==> src/rtl/shake_arbiter_pkg.sv <==
// Shared types and defaults for the SHAKE256 core arbiter.
package shake_arb_pkg;

    localparam int SHAKE_DW_DEFAULT      = 32;
    localparam int SHAKE_TIMEOUT_DEFAULT = 1024;

    typedef enum logic [1:0] {
        IDLE    = 2'd0,
        GRANT   = 2'd1,
        RELEASE = 2'd2
    } arb_state_t;

    // Bits needed to hold 0..n-1, never less than one.
    function automatic int ptr_width(input int n);
        return (n > 1) ? $clog2(n) : 1;
    endfunction

endpackage

==> src/rtl/shake_arbiter_if.sv <==
// Requester-side and core-side handshake bundle of the SHAKE arbiter.
interface shake_arbiter_if
    import shake_arb_pkg::*;
#(
    parameter int NUM_REQ = 2,
    parameter int DW      = SHAKE_DW_DEFAULT
);
    logic [NUM_REQ-1:0]    req;
    logic [NUM_REQ-1:0]    gnt;
    logic [NUM_REQ-1:0]    r_din_valid;
    logic [NUM_REQ*DW-1:0] r_din;
    logic [NUM_REQ-1:0]    r_din_ready;
    logic [NUM_REQ-1:0]    r_dout_valid;
    logic [NUM_REQ*DW-1:0] r_dout;
    logic [NUM_REQ-1:0]    r_dout_ready;
    logic [NUM_REQ-1:0]    r_force_done;
    logic                  shake_din_valid;
    logic [DW-1:0]         shake_din;
    logic                  shake_din_ready;
    logic                  shake_dout_valid;
    logic                  shake_dout_ready;
    logic [DW-1:0]         shake_dout;
    logic                  shake_force_done;
    logic                  err_timeout;

    // Arbiter side.
    modport slave (
        input  req, r_din_valid, r_din, r_dout_ready, r_force_done,
        input  shake_din_ready, shake_dout_valid, shake_dout,
        output gnt, r_din_ready, r_dout_valid, r_dout,
        output shake_din_valid, shake_din, shake_dout_ready, shake_force_done,
        output err_timeout
    );

    // Requesters plus core, as seen from outside the arbiter.
    modport master (
        output req, r_din_valid, r_din, r_dout_ready, r_force_done,
        output shake_din_ready, shake_dout_valid, shake_dout,
        input  gnt, r_din_ready, r_dout_valid, r_dout,
        input  shake_din_valid, shake_din, shake_dout_ready, shake_force_done,
        input  err_timeout
    );

endinterface

==> src/rtl/shake_arbiter_rr_pick.sv <==
// Combinational round-robin picker: first set request at or above rr_ptr, wrapping.
module rr_pick
    import shake_arb_pkg::*;
#(
    parameter int NUM_REQ = 2,
    parameter int PW      = ptr_width(NUM_REQ)
) (
    input  logic [NUM_REQ-1:0] req,
    input  logic [PW-1:0]      rr_ptr,
    output logic [NUM_REQ-1:0] winner,
    output logic [PW-1:0]      idx
);

    logic [PW:0] cand [NUM_REQ];
    logic        found;

    // cand[gi] is the requester index sitting gi places after rr_ptr.
    for (genvar gi = 0; gi < NUM_REQ; gi++) begin : g_cand
        logic [PW:0] sum;
        assign sum       = {1'b0, rr_ptr} + (PW+1)'(gi);
        assign cand[gi]  = (sum >= (PW+1)'(NUM_REQ)) ? sum - (PW+1)'(NUM_REQ) : sum;
    end

    // Scan offsets from far to near so the nearest requester wins.
    always_comb begin
        idx   = '0;
        found = 1'b0;
        for (int i = NUM_REQ - 1; i >= 0; i--) begin
            for (int j = 0; j < NUM_REQ; j++) begin
                if (req[j] && (cand[i] == (PW+1)'(j))) begin
                    idx   = PW'(j);
                    found = 1'b1;
                end
            end
        end
    end

    for (genvar gi = 0; gi < NUM_REQ; gi++) begin : g_winner
        assign winner[gi] = found && (idx == PW'(gi));
    end

endmodule

==> src/rtl/shake_arbiter.sv <==
// Shares one SHAKE256 core among NUM_REQ requesters, one session at a time.
// Optional session watchdog enabled by defining SHAKE_ARB_WATCHDOG_EN.
module shake_arbiter
    import shake_arb_pkg::*;
#(
    parameter int NUM_REQ = 2,
    parameter int DW      = SHAKE_DW_DEFAULT,
    parameter int TIMEOUT = SHAKE_TIMEOUT_DEFAULT
) (
    input  logic            clk,
    input  logic            rst,
    shake_arbiter_if.slave  bus
);

    localparam int PW = ptr_width(NUM_REQ);

    if (NUM_REQ < 2 || NUM_REQ > 8 || TIMEOUT < 2) begin : g_param_check
        $error("shake_arbiter: NUM_REQ must be 2..8 and TIMEOUT at least 2");
    end

    arb_state_t         state_reg, state_next;
    logic [PW-1:0]      owner_reg, owner_next;
    logic [PW-1:0]      rr_ptr_reg, rr_ptr_next;
    logic [NUM_REQ-1:0] pick_onehot;
    logic [PW-1:0]      pick_idx;
    logic [NUM_REQ-1:0] gnt_vec;
    logic               in_grant;
    logic               owner_done;
    logic               wd_expire;
    logic               session_end;
    logic [DW-1:0]      shake_din_mux;

    rr_pick #(.NUM_REQ(NUM_REQ), .PW(PW)) u_pick (
        .req    (bus.req),
        .rr_ptr (rr_ptr_reg),
        .winner (pick_onehot),
        .idx    (pick_idx)
    );

    assign in_grant = (state_reg == GRANT);

    // Everything owner-facing is gated by gnt_vec, so IDLE/RELEASE drive zeros.
    for (genvar gi = 0; gi < NUM_REQ; gi++) begin : g_route
        assign gnt_vec[gi]               = in_grant && (owner_reg == PW'(gi));
        assign bus.r_din_ready[gi]       = gnt_vec[gi] & bus.shake_din_ready;
        assign bus.r_dout_valid[gi]      = gnt_vec[gi] & bus.shake_dout_valid;
        assign bus.r_dout[gi*DW +: DW]   = gnt_vec[gi] ? bus.shake_dout : '0;
    end

    always_comb begin
        shake_din_mux = '0;
        for (int i = 0; i < NUM_REQ; i++) begin
            if (gnt_vec[i]) begin
                shake_din_mux = bus.r_din[i*DW +: DW];
            end
        end
    end

    assign bus.gnt              = gnt_vec;
    assign bus.shake_din        = shake_din_mux;
    assign bus.shake_din_valid  = |(gnt_vec & bus.r_din_valid);
    assign bus.shake_dout_ready = |(gnt_vec & bus.r_dout_ready);
    assign owner_done           = |(gnt_vec & bus.r_force_done);
    assign session_end          = owner_done | wd_expire;
    assign bus.shake_force_done = session_end;

`ifdef SHAKE_ARB_WATCHDOG_EN
    localparam int WW = ptr_width(TIMEOUT);

    logic [WW-1:0] wd_count_reg;
    logic          core_hs;

    assign core_hs = (bus.shake_din_valid & bus.shake_din_ready) |
                     (bus.shake_dout_valid & bus.shake_dout_ready);

    // Held at zero outside GRANT, so every session starts counting from 0.
    always_ff @(posedge clk or posedge rst) begin
        if (rst) begin
            wd_count_reg <= '0;
        end else if (!in_grant || core_hs) begin
            wd_count_reg <= '0;
        end else begin
            wd_count_reg <= wd_count_reg + WW'(1);
        end
    end

    assign wd_expire       = in_grant && (wd_count_reg == WW'(TIMEOUT - 1));
    assign bus.err_timeout = wd_expire;
`else
    assign wd_expire       = 1'b0;
    assign bus.err_timeout = 1'b0;
`endif

    always_ff @(posedge clk or posedge rst) begin
        if (rst) begin
            state_reg  <= IDLE;
            owner_reg  <= '0;
            rr_ptr_reg <= '0;
        end else begin
            state_reg  <= state_next;
            owner_reg  <= owner_next;
            rr_ptr_reg <= rr_ptr_next;
        end
    end

    always_comb begin
        state_next  = state_reg;
        owner_next  = owner_reg;
        rr_ptr_next = rr_ptr_reg;
        case (state_reg)
            IDLE: begin
                if (|pick_onehot) begin
                    owner_next = pick_idx;
                    state_next = GRANT;
                end
            end
            GRANT: begin
                // Dropping req alone never releases; only force_done or the watchdog do.
                if (session_end) begin
                    state_next  = RELEASE;
                    rr_ptr_next = (owner_reg == PW'(NUM_REQ - 1)) ? '0 : owner_reg + PW'(1);
                end
            end
            RELEASE: state_next = IDLE;
            default: state_next = IDLE;
        endcase
    end

endmodule

==> src/flat_wrapper.sv <==
// flat-port wrapper written by rule: the top's interface ports become plain ports
module shake_arbiter_flat import shake_arb_pkg::*;
#(
    parameter int NUM_REQ = 2,
    parameter int DW      = SHAKE_DW_DEFAULT,
    parameter int TIMEOUT = SHAKE_TIMEOUT_DEFAULT
)
  (clk, rst, bus_req, bus_r_din_valid, bus_r_din, bus_r_dout_ready, bus_r_force_done, bus_shake_din_ready, bus_shake_dout_valid, bus_shake_dout, bus_gnt, bus_r_din_ready, bus_r_dout_valid, bus_r_dout, bus_shake_din_valid, bus_shake_din, bus_shake_dout_ready, bus_shake_force_done, bus_err_timeout);
  shake_arbiter_if #(.NUM_REQ(NUM_REQ), .DW(DW)) bus_i ();
  input  logic clk;
  input  logic rst;
  input wire logic [$bits(bus_i.req)-1:0] bus_req;
  input wire logic [$bits(bus_i.r_din_valid)-1:0] bus_r_din_valid;
  input wire logic [$bits(bus_i.r_din)-1:0] bus_r_din;
  input wire logic [$bits(bus_i.r_dout_ready)-1:0] bus_r_dout_ready;
  input wire logic [$bits(bus_i.r_force_done)-1:0] bus_r_force_done;
  input wire logic [$bits(bus_i.shake_din_ready)-1:0] bus_shake_din_ready;
  input wire logic [$bits(bus_i.shake_dout_valid)-1:0] bus_shake_dout_valid;
  input wire logic [$bits(bus_i.shake_dout)-1:0] bus_shake_dout;
  output wire logic [$bits(bus_i.gnt)-1:0] bus_gnt;
  output wire logic [$bits(bus_i.r_din_ready)-1:0] bus_r_din_ready;
  output wire logic [$bits(bus_i.r_dout_valid)-1:0] bus_r_dout_valid;
  output wire logic [$bits(bus_i.r_dout)-1:0] bus_r_dout;
  output wire logic [$bits(bus_i.shake_din_valid)-1:0] bus_shake_din_valid;
  output wire logic [$bits(bus_i.shake_din)-1:0] bus_shake_din;
  output wire logic [$bits(bus_i.shake_dout_ready)-1:0] bus_shake_dout_ready;
  output wire logic [$bits(bus_i.shake_force_done)-1:0] bus_shake_force_done;
  output wire logic [$bits(bus_i.err_timeout)-1:0] bus_err_timeout;
  assign bus_i.req = bus_req;
  assign bus_i.r_din_valid = bus_r_din_valid;
  assign bus_i.r_din = bus_r_din;
  assign bus_i.r_dout_ready = bus_r_dout_ready;
  assign bus_i.r_force_done = bus_r_force_done;
  assign bus_i.shake_din_ready = bus_shake_din_ready;
  assign bus_i.shake_dout_valid = bus_shake_dout_valid;
  assign bus_i.shake_dout = bus_shake_dout;
  assign bus_gnt = bus_i.gnt;
  assign bus_r_din_ready = bus_i.r_din_ready;
  assign bus_r_dout_valid = bus_i.r_dout_valid;
  assign bus_r_dout = bus_i.r_dout;
  assign bus_shake_din_valid = bus_i.shake_din_valid;
  assign bus_shake_din = bus_i.shake_din;
  assign bus_shake_dout_ready = bus_i.shake_dout_ready;
  assign bus_shake_force_done = bus_i.shake_force_done;
  assign bus_err_timeout = bus_i.err_timeout;
  shake_arbiter #(.NUM_REQ(NUM_REQ), .DW(DW), .TIMEOUT(TIMEOUT)) u_core (.clk(clk), .rst(rst), .bus(bus_i));
endmodule
==> config.mk <==
export PLATFORM = sky130hd
export DESIGN_NAME = shake_arbiter_flat
export DESIGN_NICKNAME = d
export VERILOG_FILES = /design/src/rtl/shake_arbiter_pkg.sv /design/src/rtl/shake_arbiter_if.sv /design/src/rtl/shake_arbiter_rr_pick.sv /design/src/rtl/shake_arbiter.sv /design/src/flat_wrapper.sv
export SDC_FILE = /design/constraint.sdc
export NUM_CORES = 1
export LEC_CHECK = 0
export ABC_AREA = 1
export CORE_AREA = 2 2 83 85
export CTS_CLUSTER_DIAMETER = 80
export DETAILED_ROUTE_END_ITERATION = 6
export DIE_AREA = 0 0 85 87
export PLACE_DENSITY = 0.72
export SKIP_CTS_REPAIR_TIMING = 1
export SLEW_MARGIN = 30
export SYNTH_ARGS = -nofsm -noshare
export SYNTH_HDL_FRONTEND = slang
export SYNTH_HIERARCHICAL = 1
export SYNTH_SLANG_ARGS = --single-unit
==> constraint.sdc <==
create_clock -name clk -period 2.6 [get_ports clk]
set_clock_uncertainty 0.2 [all_clocks]
set_input_delay 0.52 -clock clk [delete_from_list [all_inputs] [get_ports clk]]
set_output_delay 0.52 -clock clk [all_outputs]
set_load 0.03 [all_outputs]
==> results of run 1 <==
-- layout make-up --
class | count | share of cell area, %
Sequential cell | 4 | 2.81
Timing Repair Buffer | 217 | 67.6
Multi-Input combinational cell | 191 | 21.1
Clock buffer | 3 | 1.16
Inverter | 42 | 4.50
Tap cell | 80 | 2.81
-- stage by stage --
step / hold slack, ns / utilization [%] / cell area [sq um] / cells / setup slack [ns]
after floorplan: 0.0861 / - / 1100 / 250 / 0.599
after global placement: 0.297 / 50.1 / 3290 / 534 / 0.0349
after detailed placement: 0.307 / 50.1 / 3290 / 534 / -0.00352
after CTS: 0.286 / 50.7 / 3330 / 537 / -0.180
after global routing: 0.292 / 54.1 / 3560 / 537 / -0.00387
final: 0.287 / 54.1 / 3560 / 537 / 0.0339
-- cells by family (layout without fill, tap and decap cells) --
family          Yosys count  count (layout)  synth area share (%)
simple gates            187             187                  66.4
buf+inv                  55             262                  22.8
flops                     4               4                  9.10
compound gates            3               3                  1.36
other cells               1               1                 0.341
-- worst max path at each step --
stage / end / slack, ns / cells past startpoint
after floorplan: bus_r_dout[33] / 0.60 / 4
after global placement: bus_r_dout[0] / 0.03 / 4
after detailed placement: bus_r_dout[0] / -0.004 / 4
after CTS: bus_shake_din[17] / -0.18 / 8
after global routing: bus_r_dout[38] / -0.004 / 4
final: bus_r_dout[38] / 0.03 / 4
-- cells in the mapped netlist (2+ instances only) --
library cell / n / area share (%)
sky130_fd_sc_hd__buf_2: 3 / 1.4
sky130_fd_sc_hd__buf_4: 4 / 2.7
sky130_fd_sc_hd__buf_6: 3 / 3.1
sky130_fd_sc_hd__clkbuf_1: 3 / 1.0
sky130_fd_sc_hd__clkinv_2: 2 / 0.91
sky130_fd_sc_hd__dfrtp_1: 4 / 9.1
sky130_fd_sc_hd__inv_1: 38 / 13
sky130_fd_sc_hd__inv_2: 2 / 0.68
sky130_fd_sc_hd__nand2_1: 112 / 38
sky130_fd_sc_hd__nand2_4: 2 / 2.0
sky130_fd_sc_hd__nand4_1: 2 / 1.1
sky130_fd_sc_hd__nor2_1: 69 / 24
-- per-layer routing --
layer	wire length [um]	global-route usage, %
met4	51	2.45
met2	3290	29.6
met5	0	0
met1	2310	16.3
met3	727	4.64
-- critical path: cells and delay by family --
family	cells	cell delay (ns)
AND/OR/NAND/NOR	1	0.12
buffers and inverters	3	1.21
-- power groups by stage --
stage	clock [mW]	sequential [mW]	combinational, mW
6_report	0.130	0.133	3.32
5_1_grt	0.140	0.139	3.52
4_1_cts	0.135	0.133	3.45
3_5_place_dp	0	0.134	3.44
3_3_place_gp	0	0.132	3.41
2_1_floorplan	0	0.125	2.00
-- placed cells by master (no fill, tap or decap), drive strengths merged --
cell type and n:
nand4 2, clkinv 2, clkbuf 3, dlymetal6s2s 90
dfrtp 4, o21ai 2, a21oi 1, nor2 70
conb 1, inv 40, nand2 114, nand3 1
buf 12, clkdlybuf4s50 115
==> metrics.md, run 1 <==
| Metric | Value |
|---|---|
| Switching power as a share of total power | `59.3%` |
| Status | `completed` |
| Share of total power in sequential cells | `3.7%` |
| Critical path class | `input port to output port` |
| Internal power | `1.46 mW` |
| Critical register-to-register path endpoint | `u_core/owner_reg$_DFFE_PP0P_` |
| CP Capture Type | `output port` |
| Count of buffers inserted at the top-level ports | `212` |
| Die Footprint | `0.00740 sq mm` |
| Tot GR Track Use | `15.2%` |
| Leading register cell type out of synthesis | `sky130_fd_sc_hd__dfrtp_1` |
| Via count of the first global-routing pass | `2,102` |
| Max incr delay on CP | `0.70 ns` |
| FF+latch area | `100 sq um` |
| Net switching component of the power | `2.12 mW` |
| Ant diodes | `0` |
| Max cap viols | `0` |
| Core outline area | `0.00657 sq mm` |
| Row count | `30` |
| Skew-Pair Late Insertion Delay | `0.22 ns` |
| Ratio of cells with drive above 1 in the final layout | `4.81%` |
| Maximum buffer depth of the clock tree | `2` |
| Drt total wl | `6380 um` |
| Highest clock rate | `390 MHz` |
| Setup Total Neg Slack | `0 ns` |
| Fraction of the cycle the final worst path needs | `98.7%` |
| Maximum fanout encountered on the critical timing path | `2` |
| Cell area after technology mapping | `0.00110 sq mm` |
| Overall die width | `85 um` |
| Critical path cell sequence | `clkdlybuf4s50_1 > inv_1 > nor2_1 > clkdlybuf4s50_1` |
| Vias/cell | `4.06` |
| Clock tree from TritonCTS | `done` |
| Num CTS Buffers | `3` |
| Worst r2r path cells | `4` |
| Number of endpoints failing setup at the final stage | `0` |
| Number of H-tree levels | `1` |
| Maximum number of pins on one net before global-route repair | `36` |
| FF-to-FF setup slack | `1.43 ns` |
| Synthesis-stage register bit count | `4` |
| Total Nets Final | `567` |
| Crit path top cell by count | `sky130_fd_sc_hd__clkdlybuf4s50_1` |
| Clock transition at the register clock pins on the worst setup and hold paths after CTS | `0.03 ns` |
| Worst endpoint data arrival time | `1.85 ns` |
| Syn nets | `358` |
| Final total power | `3.58 mW` |
| Drt wl/cell | `11.9 um` |
| Antenna violations before repair | `0` |
| Cell at the root of the clock tree | `sky130_fd_sc_hd__clkbuf_8` |
| Number of pins exceeding their max-slew limit in the final report | `0` |
| Number of inserted filler cells in the final layout | `631` |
| I/O pin cnt | `214` |
| Number of enable flip-flop cells after synthesis | `0` |
| Synth warn | `6` |
| Height of the die | `87 um` |
| Number of remaining DRC errors | `0` |
| Sinks on the clock net | `4` |
| Final HPWL DP | `5200 um` |
| Effective utilization at floorplan | `16.7%` |
| Final Hold Viols | `0` |
| Flip-flop count of the largest register, all copies and words added | `2` |
| Leakage power total | `3.07 nW` |
| Post-synth ARST share | `100%` |
| Area of combinational cells with multiple inputs | `749 sq um` |
| Final worst path period need | `2.57 ns` |
| Sum of overflow across all layers after global routing | `0` |
| Area growth from synthesis to layout | `223%` |
| Launch point of the critical path | `bus_shake_dout[6]` |
| Standard cell with the maximum stage delay on the critical path | `sky130_fd_sc_hd__clkdlybuf4s50_1` |
| Power Dens Cells | `1010 mW/mm^2` |
| Final weighted congestion in routability-driven placement | `0.745` |
| Worst min-delay path category | `input port to asynchronous set/reset pin` |
| Worst IR drop on VDD | `0.505 mV` |
| Part of the total power dissipated in the clock network | `3.6%` |
| Number of nets with antenna violations after detailed routing | `0` |
| First-pass iteration count of the detailed router | `6` |
| Data required, critical path | `1.88 ns` |
| Critical R2R Launch | `u_core/rr_ptr_reg$_DFFE_PP0P_` |
| Netlist cell types | `18` |
| Global-route wire length before repair | `9430 um` |
| Combinational Power Share | `92.7%` |
| Share of synthesized area occupied by flip-flops and latches | `9.10%` |
| Mean area per synthesized cell | `4.40 sq um` |
| Startpoint kind of the worst setup timing path | `input port` |
| Mapped Cells | `250` |
| Detailed router's first-iteration violation count | `44` |
| Vias after detailed routing | `2,180` |
Note: power is estimated with default switching activity, not from simulation.
==> run 2: changes to the inputs <==
RECOVER_POWER = 25   (was not set)
==> run 2 against run 1 <==
  * Hold slack improved by 0.028 ns
  * Combinational power shrank 3%
  * Maximum frequency about the same
  * Highest routed layer unchanged
==> metrics.md, run 2 (synthesis gave the netlist of run 1 again) <==
| Metric | Value |
|---|---|
| Largest delay contributor family on the critical path | `buffers and inverters` |
| Effective utilization at floorplan | `16.7%` |
| Ant diodes | `0` |
| Row count | `30` |
| Area of all placed cells without fillers | `0.00340 sq mm` |
| Height of the die | `87 um` |
| Number of remaining DRC errors | `0` |
| Critical R2R Launch | `u_core/rr_ptr_reg$_DFFE_PP0P_` |
| Final weighted congestion in routability-driven placement | `0.745` |
| Maximum fanout encountered on the critical timing path | `2` |
| Max cap viols | `0` |
| CP Capture Type | `output port` |
| Critical path cell sequence | `clkdlybuf4s50_1 > inv_1 > nor2_1 > clkdlybuf4s50_1` |
| I/O pin cnt | `214` |
| Drt wl/cell | `11.9 um` |
| Sum of overflow across all layers after global routing | `0` |
| Final HPWL DP | `5200 um` |
| Cell at the root of the clock tree | `sky130_fd_sc_hd__clkbuf_8` |
| Clock transition at the register clock pins on the worst setup and hold paths after CTS | `0.03 ns` |
| Die Footprint | `0.00740 sq mm` |
| DP Worst Slack | `-0.00352 ns` |
| Maximum number of pins on one net before global-route repair | `36` |
| Sinks on the clock net | `4` |
| Worst path bufs/invs | `3` |
| Max incr delay on CP | `0.70 ns` |
| Critical hold path startpoint | `u_core/rr_ptr_reg$_DFFE_PP0P_` |
| Fraction of the cycle the final worst path needs | `98.7%` |
| Ratio of cells with drive above 1 in the final layout | `4.60%` |
| Drt total wl | `6380 um` |
| Worst min-delay path category | `register to register` |
| Total placed instance area | `0.00329 sq mm` |
| Count of buffers inserted at the top-level ports | `212` |
| Detailed router's first-iteration violation count | `37` |
| Skew-Pair Late Insertion Delay | `0.22 ns` |
| Overall die width | `85 um` |
| Area growth from synthesis to layout | `209%` |
| Number of nets with antenna violations after detailed routing | `0` |
| Leakage power total | `2.75 nW` |
| Final total power | `3.48 mW` |
| Startpoint kind of the worst setup timing path | `input port` |
| Clock tree from TritonCTS | `done` |
| Global-route wire length before repair | `9430 um` |
| Via count of the first global-routing pass | `2,102` |
| Data required, critical path | `1.88 ns` |
| Antenna violations before repair | `0` |
| First-pass iteration count of the detailed router | `6` |
| Worst endpoint data arrival time | `1.85 ns` |
| Status | `completed` |
| Maximum buffer depth of the clock tree | `2` |
| Number of pins exceeding their max-slew limit in the final report | `0` |
| Power Dens Cells | `1020 mW/mm^2` |
| Total Nets Final | `567` |
| Flip-flop count of the largest register, all copies and words added | `2` |
| Number of H-tree levels | `1` |
| Standard cell with the maximum stage delay on the critical path | `sky130_fd_sc_hd__clkdlybuf4s50_1` |
| Launch point of the critical path | `bus_shake_dout[6]` |
| Crit path top cell by count | `sky130_fd_sc_hd__clkdlybuf4s50_1` |
| Worst Setup Slack, final | `0.0332 ns` |
| Core outline area | `0.00657 sq mm` |
| Worst IR drop on VDD | `0.473 mV` |
| Tot GR Track Use | `15.2%` |
| Commonest cells after routing, fill and taps aside | `sky130_fd_sc_hd__clkdlybuf4s50_1, sky130_fd_sc_hd__nand2_1, sky130_fd_sc_hd__dlymetal6s2s_1, sky130_fd_sc_hd__nor2_1, sky130_fd_sc_hd__inv_1` |
| Number of endpoints failing setup at the final stage | `0` |
| Final Hold Viols | `0` |
| Vias/cell | `4.07` |
| Final worst path period need | `2.57 ns` |
| Num CTS Buffers | `3` |
| Critical path class | `input port to output port` |
| Highest clock rate | `390 MHz` |
| Vias after detailed routing | `2,184` |
[run 2: per-stage QoR]
step	TNS, ns	hold slack (ns)	std cells	util [%]
floorplan	0	0.0861	250	-
global placement	0	0.297	534	50.1
detailed placement	-0.00352	0.307	534	50.1
CTS	-8.91	0.286	537	50.7
global route	-0.00387	0.363	537	51.8
finish	0	0.315	537	51.8
[run 2: layer usage]
layer  track usage [%]  wire length (um)  share of wire, %  vias to the layer above
met5                 0                 0                 0                        -
li1                  -                 -                 -                     1117
met1              16.3              2340                37                      936
met3              4.64               709                11                        6
met4              2.45                51              0.80                        0
met2              29.6              3280                51                      125
[run 2: area by class of cell]
cell class / instances / area, sq um
inverters: 42 / 160
well taps: 80 / 100
flip-flops and latches: 4 / 100
repair buffers: 217 / 2250
clock buffers: 3 / 41.3
multi-input cells: 191 / 749
fillers: 666 / 3170
[run 2: power by group]
part           internal [mW]  total (mW)  switching (mW)
logic                   1.16        3.22            2.05
clock network         0.0987       0.130          0.0317
registers             0.0939       0.133          0.0390
total                   1.36        3.48            2.13
[run 2: path summary, 6_finish.rpt]
path / endpoint / slack, ns / depth (start not counted)
worst max-delay path: bus_r_dout[38] / 0.03 / 4
worst min-delay path: u_core/rr_ptr_reg$_DFFE_PP0P_ / 0.31 / 2
worst max register to register: u_core/owner_reg$_DFFE_PP0P_ / 1.32 / 4
worst min register to register: u_core/rr_ptr_reg$_DFFE_PP0P_ / 0.31 / 2
max in group asynchronous: u_core/state_reg[1]$_DFFE_PP0P_ / 1.62 / 2
min in group asynchronous: u_core/state_reg[0]$_DFFE_PP0P_ / 0.42 / 2
[run 2: tightest hold or removal path, cell delays in order, from the launching register on]
cell and delay [ns]:
sky130_fd_sc_hd__dfrtp_1 0.37, sky130_fd_sc_hd__nand2_1 0.06, sky130_fd_sc_hd__nand2_1 0.05
